==> src/rtl/slave_serial_port_pkg.sv <==
// Shared definitions for the slave serial port: default lengths, FSM state
// encoding, latched operation encoding and a small sizing helper.
package slave_serial_port_pkg;

  localparam int unsigned ADDR_LEN_DEF = 12;
  localparam int unsigned DATA_LEN_DEF = 8;

  typedef enum logic [2:0] {
    ST_IDLE   = 3'd0,
    ST_ADDR   = 3'd1,
    ST_WDATA  = 3'd2,
    ST_MEM_WR = 3'd3,
    ST_MEM_RD = 3'd4,
    ST_RD_CAP = 3'd5,
    ST_TX     = 3'd6
  } state_e;

  typedef enum logic {
    OP_READ  = 1'b0,
    OP_WRITE = 1'b1
  } op_e;

  // Larger of two lengths, used to size the shared bit counter.
  function automatic int unsigned max_len(input int unsigned a, input int unsigned b);
    return (a > b) ? a : b;
  endfunction

endpackage

==> src/rtl/slave_serial_port_if.sv <==
// Serial bus handshake between the interconnect slave port (master side)
// and the slave serial port.
//   master_valid/write_en/read_en : transaction framing and request type
//   rx_address/rx_data            : serial address / write data, LSB first
//   master_ready                  : master accepts read data
//   slave_ready/slave_valid       : port idle / read data valid
//   tx_data                       : serial read data, LSB first
interface slave_serial_port_if;

  logic master_valid;
  logic write_en;
  logic read_en;
  logic rx_address;
  logic rx_data;
  logic master_ready;
  logic slave_ready;
  logic slave_valid;
  logic tx_data;

  modport master (
    output master_valid, write_en, read_en, rx_address, rx_data, master_ready,
    input  slave_ready, slave_valid, tx_data
  );

  modport slave (
    input  master_valid, write_en, read_en, rx_address, rx_data, master_ready,
    output slave_ready, slave_valid, tx_data
  );

endinterface

==> src/rtl/slave_serial_port_shift_reg.sv <==
// Right-shifting register: serial-in at the MSB / parallel-out, or
// parallel-load / serial-out at the LSB. Load has priority over shift.
//   clk, rst   : clock, async active-low clear
//   shift_en   : shift one position toward the LSB
//   load       : parallel load from pdata
//   sin        : serial input entering at the MSB
//   pdata      : parallel load data
//   q          : register contents (q[0] is the serial output)
module slave_serial_port_shift_reg #(
  parameter int unsigned WIDTH = 8
) (
  input  logic             clk,
  input  logic             rst,
  input  logic             shift_en,
  input  logic             load,
  input  logic             sin,
  input  logic [WIDTH-1:0] pdata,
  output logic [WIDTH-1:0] q
);

  always_ff @(posedge clk or negedge rst) begin
    if (!rst) begin
      q <= '0;
    end else if (load) begin
      q <= pdata;
    end else if (shift_en) begin
      q <= {sin, q[WIDTH-1:1]};
    end
  end

endmodule

==> src/rtl/slave_serial_port.sv <==
// Slave-side serial front end for a block RAM: deserialises address and
// write data, issues single-cycle RAM strobes and serialises read data.
//   clk, rst  : clock, async active-low reset
//   bus       : serial handshake (slave modport)
//   mem_addr  : RAM address      mem_wdata : RAM write data
//   mem_we    : write strobe     mem_re    : read strobe
//   mem_rdata : RAM read data, valid the cycle after mem_re
module slave_serial_port
  import slave_serial_port_pkg::*;
#(
  parameter int unsigned ADDR_LEN = ADDR_LEN_DEF,
  parameter int unsigned DATA_LEN = DATA_LEN_DEF
) (
  input  logic                clk,
  input  logic                rst,
  slave_serial_port_if.slave  bus,
  output logic [ADDR_LEN-1:0] mem_addr,
  output logic [DATA_LEN-1:0] mem_wdata,
  output logic                mem_we,
  output logic                mem_re,
  input  logic [DATA_LEN-1:0] mem_rdata
);

  localparam int unsigned CNT_W = $clog2(max_len(ADDR_LEN, DATA_LEN));
  // Address bit 0 is taken in IDLE, so ADDR only counts the remaining bits.
  localparam logic [CNT_W-1:0] ADDR_LAST = CNT_W'(ADDR_LEN - 2);
  localparam logic [CNT_W-1:0] DATA_LAST = CNT_W'(DATA_LEN - 1);

  state_e             state_q, state_d;
  logic [CNT_W-1:0]   cnt_q, cnt_d;
  op_e                op_q, op_d;
  logic               acc_q, acc_d;
  logic               slave_ready_q, slave_valid_q;
  logic               addr_shift, wdata_shift, rd_load, rd_shift;
  logic [DATA_LEN-1:0] rd_q;
  logic [DATA_LEN-1:1] rd_hi_unused;

  // Next-state, counter and datapath-control decode.
  always_comb begin
    state_d     = state_q;
    cnt_d       = cnt_q;
    op_d        = op_q;
    acc_d       = acc_q;
    addr_shift  = 1'b0;
    wdata_shift = 1'b0;
    rd_load     = 1'b0;
    rd_shift    = 1'b0;
    unique case (state_q)
      ST_IDLE: begin
        if (bus.master_valid && (bus.write_en || bus.read_en)) begin
          addr_shift = 1'b1;
          op_d       = bus.write_en ? OP_WRITE : OP_READ;
          state_d    = ST_ADDR;
        end
      end
      ST_ADDR: begin
        if (!bus.master_valid) begin
          state_d = ST_IDLE;
        end else begin
          addr_shift = 1'b1;
          if (cnt_q == ADDR_LAST) begin
            state_d = (op_q == OP_WRITE) ? ST_WDATA : ST_MEM_RD;
          end else begin
            cnt_d = cnt_q + CNT_W'(1);
          end
        end
      end
      ST_WDATA: begin
        if (!bus.master_valid) begin
          state_d = ST_IDLE;
        end else begin
          wdata_shift = 1'b1;
          if (cnt_q == DATA_LAST) begin
            state_d = ST_MEM_WR;
          end else begin
            cnt_d = cnt_q + CNT_W'(1);
          end
        end
      end
      ST_MEM_WR: state_d = ST_IDLE;
      ST_MEM_RD: state_d = ST_RD_CAP;
      ST_RD_CAP: begin
        rd_load = 1'b1;
        acc_d   = 1'b0;
        state_d = ST_TX;
      end
      ST_TX: begin
        // Bit 0 waits for master_ready; once accepted the word streams out.
        if (acc_q || bus.master_ready) begin
          rd_shift = 1'b1;
          acc_d    = 1'b1;
          if (cnt_q == DATA_LAST) begin
            state_d = ST_IDLE;
          end else begin
            cnt_d = cnt_q + CNT_W'(1);
          end
        end
      end
      default: state_d = ST_IDLE;
    endcase
    if (state_d != state_q) begin
      cnt_d = '0;
    end
  end

  // State register; strobes and handshake outputs registered from next state.
  always_ff @(posedge clk or negedge rst) begin
    if (!rst) begin
      state_q       <= ST_IDLE;
      cnt_q         <= '0;
      op_q          <= OP_READ;
      acc_q         <= 1'b0;
      slave_ready_q <= 1'b1;
      slave_valid_q <= 1'b0;
      mem_we        <= 1'b0;
      mem_re        <= 1'b0;
    end else begin
      state_q       <= state_d;
      cnt_q         <= cnt_d;
      op_q          <= op_d;
      acc_q         <= acc_d;
      slave_ready_q <= (state_d == ST_IDLE);
      slave_valid_q <= (state_d == ST_TX);
      mem_we        <= (state_d == ST_MEM_WR);
      mem_re        <= (state_d == ST_MEM_RD);
    end
  end

  slave_serial_port_shift_reg #(.WIDTH(ADDR_LEN)) u_addr_sr (
    .clk      (clk),
    .rst      (rst),
    .shift_en (addr_shift),
    .load     (1'b0),
    .sin      (bus.rx_address),
    .pdata    ('0),
    .q        (mem_addr)
  );

  slave_serial_port_shift_reg #(.WIDTH(DATA_LEN)) u_wdata_sr (
    .clk      (clk),
    .rst      (rst),
    .shift_en (wdata_shift),
    .load     (1'b0),
    .sin      (bus.rx_data),
    .pdata    ('0),
    .q        (mem_wdata)
  );

  // Zeros shift in behind the read word, so the LSB is 0 whenever not in TX.
  slave_serial_port_shift_reg #(.WIDTH(DATA_LEN)) u_rdata_sr (
    .clk      (clk),
    .rst      (rst),
    .shift_en (rd_shift),
    .load     (rd_load),
    .sin      (1'b0),
    .pdata    (mem_rdata),
    .q        (rd_q)
  );

  assign rd_hi_unused    = rd_q[DATA_LEN-1:1];
  assign bus.tx_data     = rd_q[0];
  assign bus.slave_ready = slave_ready_q;
  assign bus.slave_valid = slave_valid_q;

endmodule
==> src/flat_wrapper.sv <==
// flat-port wrapper written by rule: the top's interface ports become plain ports
module slave_serial_port_flat import slave_serial_port_pkg::*;
#(
  parameter int unsigned ADDR_LEN = ADDR_LEN_DEF,
  parameter int unsigned DATA_LEN = DATA_LEN_DEF
)
  (clk, rst, mem_addr, mem_wdata, mem_we, mem_re, mem_rdata, bus_master_valid, bus_write_en, bus_read_en, bus_rx_address, bus_rx_data, bus_master_ready, bus_slave_ready, bus_slave_valid, bus_tx_data);
  slave_serial_port_if bus_i ();
  input  logic clk;
  input  logic rst;
  output logic [ADDR_LEN-1:0] mem_addr;
  output logic [DATA_LEN-1:0] mem_wdata;
  output logic mem_we;
  output logic mem_re;
  input  logic [DATA_LEN-1:0] mem_rdata;
  input wire logic [$bits(bus_i.master_valid)-1:0] bus_master_valid;
  input wire logic [$bits(bus_i.write_en)-1:0] bus_write_en;
  input wire logic [$bits(bus_i.read_en)-1:0] bus_read_en;
  input wire logic [$bits(bus_i.rx_address)-1:0] bus_rx_address;
  input wire logic [$bits(bus_i.rx_data)-1:0] bus_rx_data;
  input wire logic [$bits(bus_i.master_ready)-1:0] bus_master_ready;
  output wire logic [$bits(bus_i.slave_ready)-1:0] bus_slave_ready;
  output wire logic [$bits(bus_i.slave_valid)-1:0] bus_slave_valid;
  output wire logic [$bits(bus_i.tx_data)-1:0] bus_tx_data;
  assign bus_i.master_valid = bus_master_valid;
  assign bus_i.write_en = bus_write_en;
  assign bus_i.read_en = bus_read_en;
  assign bus_i.rx_address = bus_rx_address;
  assign bus_i.rx_data = bus_rx_data;
  assign bus_i.master_ready = bus_master_ready;
  assign bus_slave_ready = bus_i.slave_ready;
  assign bus_slave_valid = bus_i.slave_valid;
  assign bus_tx_data = bus_i.tx_data;
  slave_serial_port #(.ADDR_LEN(ADDR_LEN), .DATA_LEN(DATA_LEN)) u_core (.clk(clk), .rst(rst), .bus(bus_i), .mem_addr(mem_addr), .mem_wdata(mem_wdata), .mem_we(mem_we), .mem_re(mem_re), .mem_rdata(mem_rdata));
endmodule
==> config.mk <==
export PLATFORM = sky130hd
export DESIGN_NAME = slave_serial_port_flat
export DESIGN_NICKNAME = d
export VERILOG_FILES = /design/src/rtl/slave_serial_port_pkg.sv /design/src/rtl/slave_serial_port_if.sv /design/src/rtl/slave_serial_port_shift_reg.sv /design/src/rtl/slave_serial_port.sv /design/src/flat_wrapper.sv
export SDC_FILE = /design/constraint.sdc
export NUM_CORES = 1
export LEC_CHECK = 0
export BUFFER_PORTS_ARGS = -buffer_cell sky130_fd_sc_hd__clkbuf_2
export CAP_MARGIN = 20
export CORE_ASPECT_RATIO = 1.25
export CORE_MARGIN = 5
export CORE_UTILIZATION = 45
export DETAILED_ROUTE_END_ITERATION = 7
export GPL_TIMING_DRIVEN = 0
export PLACE_DENSITY = 0.71
export SLEW_MARGIN = 20
export SYNTH_ARGS = -nofsm -noshare
export SYNTH_HDL_FRONTEND = slang
export SYNTH_SLANG_ARGS = --single-unit
==> constraint.sdc <==
create_clock -name clk -period 1.6 [get_ports clk]
set_input_delay 0.24 -clock clk [delete_from_list [all_inputs] [get_ports clk]]
set_output_delay 0.24 -clock clk [all_outputs]
set_load 0.01 [all_outputs]
==> flow_summary.toml, run 1 <==
[setup_path]
required_ps = 1810
cpPeakStageDelay_ps = 390
cp_slowest_cell = "dfrtp_1"
worstPathArrival_ps = 1990
crit_buf_inv = 1
cp_top_family = "simple AND/OR/NAND/NOR gates"
cp_cell_sequence = "inv_2 -> ha_4 -> and3b_1 -> o32ai_2 -> nand3_2 -> or3_1 -> a21oi_1"
critPathCaptureType = "register"
crit_type = "reg -> reg"
startpoint_type = "register"
cp_max_fo = 6

[sta]
worst_slew_pin_slew_ps = 871
setup_viol = 4
fmax_mhz = 563
finClkSkew_ps = 1.89
rsz0062_at_grt = "true"
finalCritPeriodShare_pct = 111
post-route-min-period_ps = 1780
slew-limit-headroom_pct = 41.9
hold_viol = 0
setup_ws_ps = -175
slew_viol_final = 0

[clocking]
cts_buffer_depth = 2
clk_latency_ps = 280
h-tree-depth = 2
postCtsHoldBufs = 0
cts_tree = "yes"
cts_sinks = 41
root_buffer = "clkbuf_8"
cts.clk_slew.worst_paths_ps = 70
cts_inserted_buffers = 5

[status]
status = "finished with violations"
violations = "negative setup slack"

[detailed_routing]
final_antenna_net_count = 0
totalWireLength_mm = 3.75
vias = 1408
drt_iter0_markers = 44
wl_per_cell_um = 13.9
drt-vias-per-instance = 5.21
firstDrtPassIters = 4
drc = 0

[power_and_ir_drop]
p_per_area_mw_per_mm2 = 1650
p_leak_nw = 1.11
power_w = 0.00387
peakVddDrop_v = 0.00102

[finish]
final_cell_mix = "dfrtp_1 (40), clkbuf_2 (39), mux2_2 (20)"
utilization_pct = 58.1
diodes = 0
final_common_cell = "dfrtp_1"
drive_gt1_share_pct = 47.2
area_growth_pct = 26.1
fin_nets = 231
instances_no_fill = 270

[grt]
gr-usage-all-layers_pct = 15.2
gr-total-overflow = 0
grt_pass1_vias = 1445
antenna_found_initial = 0
grt_max_degree = 42
grt_pass1_wl_mm = 6.29

[synth]
syn_nets = 177
synthCells = 159
syn_area_mm2 = 0.00186
ys.warnings.count = 0
synth-seq-cells = 41
synth.yosys.seq_area_share_pct = 55.3
syn_avg_cell_area_um2 = 11.7
synth_cell_type_count = 38

[placement]
placedCellCount = 255
port_buffers = 40
routabilityCongestion = 0.877
dp_hpwl_mm = 2.64

[floorplanning]
die_width_um = 67.5
start_util_pct = 46.0
top_level_ports = 41
die_h_um = 81.8
die_area_mm2 = 0.00552
fp.coreArea_mm2 = 0.00403
rows = 26

[flow_run]
drv_cap = 0

[min_path]
hp-class = "in -> async"
## flip-flops by register name (all words and copies together) (netlist names), 3 cells and up
name and flops:
u_core.u_wdata_sr.q 8, u_core.u_addr_sr.q 12, u_core.u_rdata_sr.q 8, u_core.cnt_q 4
u_core.state_q 3
## path summary, 6_finish.rpt
check | from | to | slack (ps) | cells past startpoint
max | u_core.cnt_q[0] | u_core.cnt_q[3] | -180 | 7
min | rst | u_core.u_rdata_sr.q[2] | 70 | 1
max reg2reg | u_core.cnt_q[0] | u_core.cnt_q[3] | -180 | 7
min reg2reg | u_core.u_addr_sr.q[0] | u_core.u_addr_sr.q[0] | 520 | 1
max in group asynchronous | rst | u_core.state_q[0] | 990 | 1
min in group clk | bus_rx_address | u_core.u_addr_sr.q[11] | 180 | 2
## power breakdown
group          internal (W)  switching, W
clock network      0.000302      0.000325
registers           0.00139      0.000220
logic              0.000753      0.000881
## Yosys cell counts
| library cell | number | area share [%] |
|---|---|---|
| mux2_2 | 20 | 12 |
| nand2_1 | 9 | 1.8 |
| o21a_1 | 1 | 0.40 |
| dfrtp_1 | 40 | 54 |
| and3_1 | 1 | 0.34 |
| inv_1 | 4 | 0.81 |
| o32ai_1 | 1 | 0.47 |
| a32oi_1 | 1 | 0.47 |
| nor4_1 | 1 | 0.34 |
| a21oi_1 | 13 | 3.5 |
| o22ai_1 | 3 | 1.0 |
| a21o_1 | 1 | 0.40 |
| o31ai_1 | 1 | 0.40 |
| ha_1 | 2 | 1.3 |
| o21ai_1 | 1 | 0.27 |
| xnor2_1 | 1 | 0.47 |
| dfstp_2 | 1 | 1.4 |
| nor2b_1 | 3 | 1.0 |
| nand3_2 | 1 | 0.54 |
| o32ai_2 | 1 | 0.88 |
| and3b_2 | 1 | 0.54 |
| and3b_1 | 1 | 0.47 |
| clkbuf_1 | 1 | 0.20 |
| a31o_2 | 1 | 0.47 |
| or2_2 | 1 | 0.34 |
| nor2_1 | 12 | 2.4 |
| a32o_1 | 1 | 0.54 |
| buf_2 | 4 | 1.1 |
| o21ai_0 | 7 | 1.9 |
| nand3_1 | 5 | 1.3 |
| nor2_2 | 2 | 0.67 |
| a31oi_1 | 1 | 0.34 |
| mux2i_1 | 7 | 3.8 |
| and4b_2 | 1 | 0.61 |
| nand2b_4 | 2 | 1.5 |
| nand3b_1 | 1 | 0.40 |
| or3_1 | 2 | 0.67 |
| nor3_1 | 3 | 0.81 |
## cell families after synthesis
kind of cell               count (synthesis)  share of synthesized area (%)
muxes                                     27                           15.9
and+or+nand+nor                           46                           13.8
DFF                                       41                           55.3
adders and majority gates                  2                           1.35
buffers and inverters                      9                           2.09
xor gates and xnor gates                   1                          0.472
AOI/OAI and AO/OA                         33                           11.1
## through the flow
step | setup TNS (ps) | cell area, µm² | hold slack [ps] | setup slack, ps
global route | -756 | 2340 | 159 | -225
CTS | -459 | 2290 | 149 | -158
global placement | -3350 | 2140 | 455 | -204
finish | -479 | 2340 | 70.9 | -175
detailed placement | -3780 | 2140 | 462 | -216
floorplan | -53.0 | 1870 | -55.6 | -26.5
## final cells by class
cell class	count	area (µm²)
sequential	41	1030
inverter	4	15.0
multi-input combinational	110	862
tap	56	70.1
clock buffer	6	72.6
timing repair buffer	47	253
clock inverter	2	10.0
buffer	4	32.5
fill	374	1690
## layer usage
metal	vias up	track usage (%)	routed length, µm
met5	-	0	0
li1	681	-	-
met3	8	3.69	222
met2	42	25.1	1950
met4	0	8.92	85
met1	677	17.6	1490
## what timing repair did
item	CTS	global route
resized for setup	7	12
pin swaps	4	5
gates cloned	0	2
buffers inserted	6	0
endpoints found under the setup margin	29	21
Note: power is estimated with default switching activity, not from simulation.
==> run 2, diff against run 1 <==
Settings changed: PLACE_DENSITY 0.71 to 0.68.
Clock period 1.6 ns to 1.7 ns, I/O delays scaled along.
==> run 2 against run 1 <==
  * The run still ends with negative setup slack left
  * Final cell count shrank 0.37%
  * Sequential power shrank 6%
  * Critical path depth increased by 1
  * Non-clock buffer count did not move
  * Utilization down 0.56 points
  * Maximum frequency decreased by 2.4%
  * Critical path type unchanged
==> flow_summary.toml, run 2 (synthesis gave the netlist of run 1 again) <==
[setup_path]
cp.depth = 8
crit_type = "reg -> reg"
required_ps = 1910
crit_buf_inv = 2
cpPeakStageDelay_ps = 400
cp_cell_sequence = "buf_4 -> ha_2 -> and3b_2 -> buf_4 -> a31o_2 -> o22ai_1 -> nand2_2 -> a21oi_1"
cp_top_family = "compound AO/OA/AOI/OAI gates"
cp_max_fo = 4
worstPathArrival_ps = 2030
r2r-start = "u_core.cnt_q[0]"
reg2reg_depth = 8
r2r_setup_slack_ps = -120
critPathCaptureType = "register"
rr_endpoint = "u_core.cnt_q[2]"
cp_slowest_cell = "dfrtp_1"
path_common_cell = "buf_4"
startpoint_type = "register"

[grt]
antenna_found_initial = 0
gr-total-overflow = 0
grt_pass1_wl_mm = 6.59
gr-usage-all-layers_pct = 16.1
grt_max_degree = 42
grt_pass1_vias = 1437

[clocking]
cts_buffer_depth = 2
cts_tree = "yes"
cts_sinks = 41
postCtsHoldBufs = 0
cts_inserted_buffers = 5
root_buffer = "clkbuf_8"
h-tree-depth = 2
cts.clk_slew.worst_paths_ps = 70
clk_latency_ps = 290

[power_and_ir_drop]
seqPwrFrac_pct = 41.4
p_clk_share_pct = 16.2
combPwrFrac_pct = 42.4
p_switching_w = 0.00136
peakVddDrop_v = 0.000793
power_w = 0.00366
p_leak_nw = 1.10
p_per_area_mw_per_mm2 = 1580
switching_share_pct = 37.0
p_int_w = 0.00230

[finish]
drive_gt1_share_pct = 46.5
fin_nets = 230
largest_register_ffs = 12
final_cell_mix = "clkbuf_2 (40), dfrtp_1 (39), mux2_2 (20)"
regArea_mm2 = 0.00103
area_growth_pct = 24.9
fin_area_mm2 = 0.00232
largest_register = "u_core.u_addr_sr.q"
final_common_cell = "clkbuf_2"
utilization_pct = 57.5
multi_input_area_um2 = 848
n_fill_cell = 378
diodes = 0
largest_registers = "u_core.u_addr_sr.q (12), u_core.u_rdata_sr.q (8), u_core.u_wdata_sr.q (8)"

[floorplanning]
rows = 26
die_width_um = 67.5
die_h_um = 81.8
top_level_ports = 41
start_util_pct = 46.0
fp.coreArea_mm2 = 0.00403
die_area_mm2 = 0.00552

[sta]
slew_viol_final = 0
finalCritPeriodShare_pct = 107
post-route-min-period_ps = 1820
setup_viol = 4
hold_slack_ps = 78.4
worst_slew_pin_slew_ps = 878
setup_ws_ps = -118
slew-limit-headroom_pct = 41.5
finClkSkew_ps = 3.67
fmax_mhz = 550
hold_viol = 0
rsz0062_at_grt = "true"

[status]
violations = "negative setup slack"
status = "finished with violations"

[flow_run]
drv_cap = 0

[detailed_routing]
wl_per_cell_um = 14.5
drc = 0
drt_iter0_markers = 55
totalWireLength_mm = 3.89
final_antenna_net_count = 0
firstDrtPassIters = 4
vias = 1414
drt-vias-per-instance = 5.26

[placement]
placed_cell_area_mm2 = 0.00213
port_buffers = 40
dp_hpwl_mm = 2.87
routabilityCongestion = 0.927

[min_path]
hp-class = "in -> async"
==> run 2: how the worst max path moves through the flow <==
stage	startpoint	slack, ps	to
after global placement	u_core.cnt_q[0]	-90	u_core.cnt_q[2]
after floorplan	u_core.cnt_q[0]	30	u_core.cnt_q[3]
after detailed placement	u_core.cnt_q[0]	-180	u_core.cnt_q[2]
after CTS	u_core.cnt_q[1]	-100	u_core.cnt_q[3]
final	u_core.cnt_q[0]	-120	u_core.cnt_q[2]
after global routing	u_core.cnt_q[1]	-170	u_core.cnt_q[2]
==> run 2: area by class of cell <==
cell class / instances / share of cell area [%]
clock buffer: 6 / 3.13
tap: 56 / 3.02
clock inverter: 2 / 0.432
timing repair buffer: 46 / 10.6
sequential: 41 / 44.3
inverter: 4 / 0.647
multi-input combinational: 109 / 36.6
buffer: 5 / 1.29
==> run 2: stage by stage <==
stage,instances,TNS [ps],setup WS (ps)
5_1_grt,269,-613,-170
2_1_floorplan,159,0,31.8
6_report,269,-382,-118
3_5_place_dp,255,-1490,-175
3_3_place_gp,255,-564,-85.3
4_1_cts,266,-205,-97.4
==> run 2: layer usage <==
metal / track usage (%) / wire [µm] / vias to the layer above
li1: - / - / 673
met1: 16.4 / 1440 / 682
met2: 27.8 / 2050 / 51
met3: 5.75 / 299 / 8
met4: 9.74 / 101 / 0
met5: 0 / 0 / -
==> run 2: repair_timing <==
action | 4_1_cts | 5_1_grt
setup buffers | 3 | 3
resized for setup | 11 | 10
endpoints found under the setup margin | 19 | 29
pin swaps | 3 | 2
hold endpoints to repair | 0 | 0
==> run 2: power by group through the flow <==
| stage | registers (W) | logic (W) | clock network [W] |
|---|---|---|---|
| CTS | 0.00152 | 0.00148 | 0.000613 |
| detailed placement | 0.00154 | 0.00138 | 0 |
| global route | 0.00156 | 0.00170 | 0.000661 |
| global placement | 0.00151 | 0.00133 | 0 |
| floorplan | 0.00157 | 0.000899 | 0 |
| finish | 0.00152 | 0.00155 | 0.000592 |
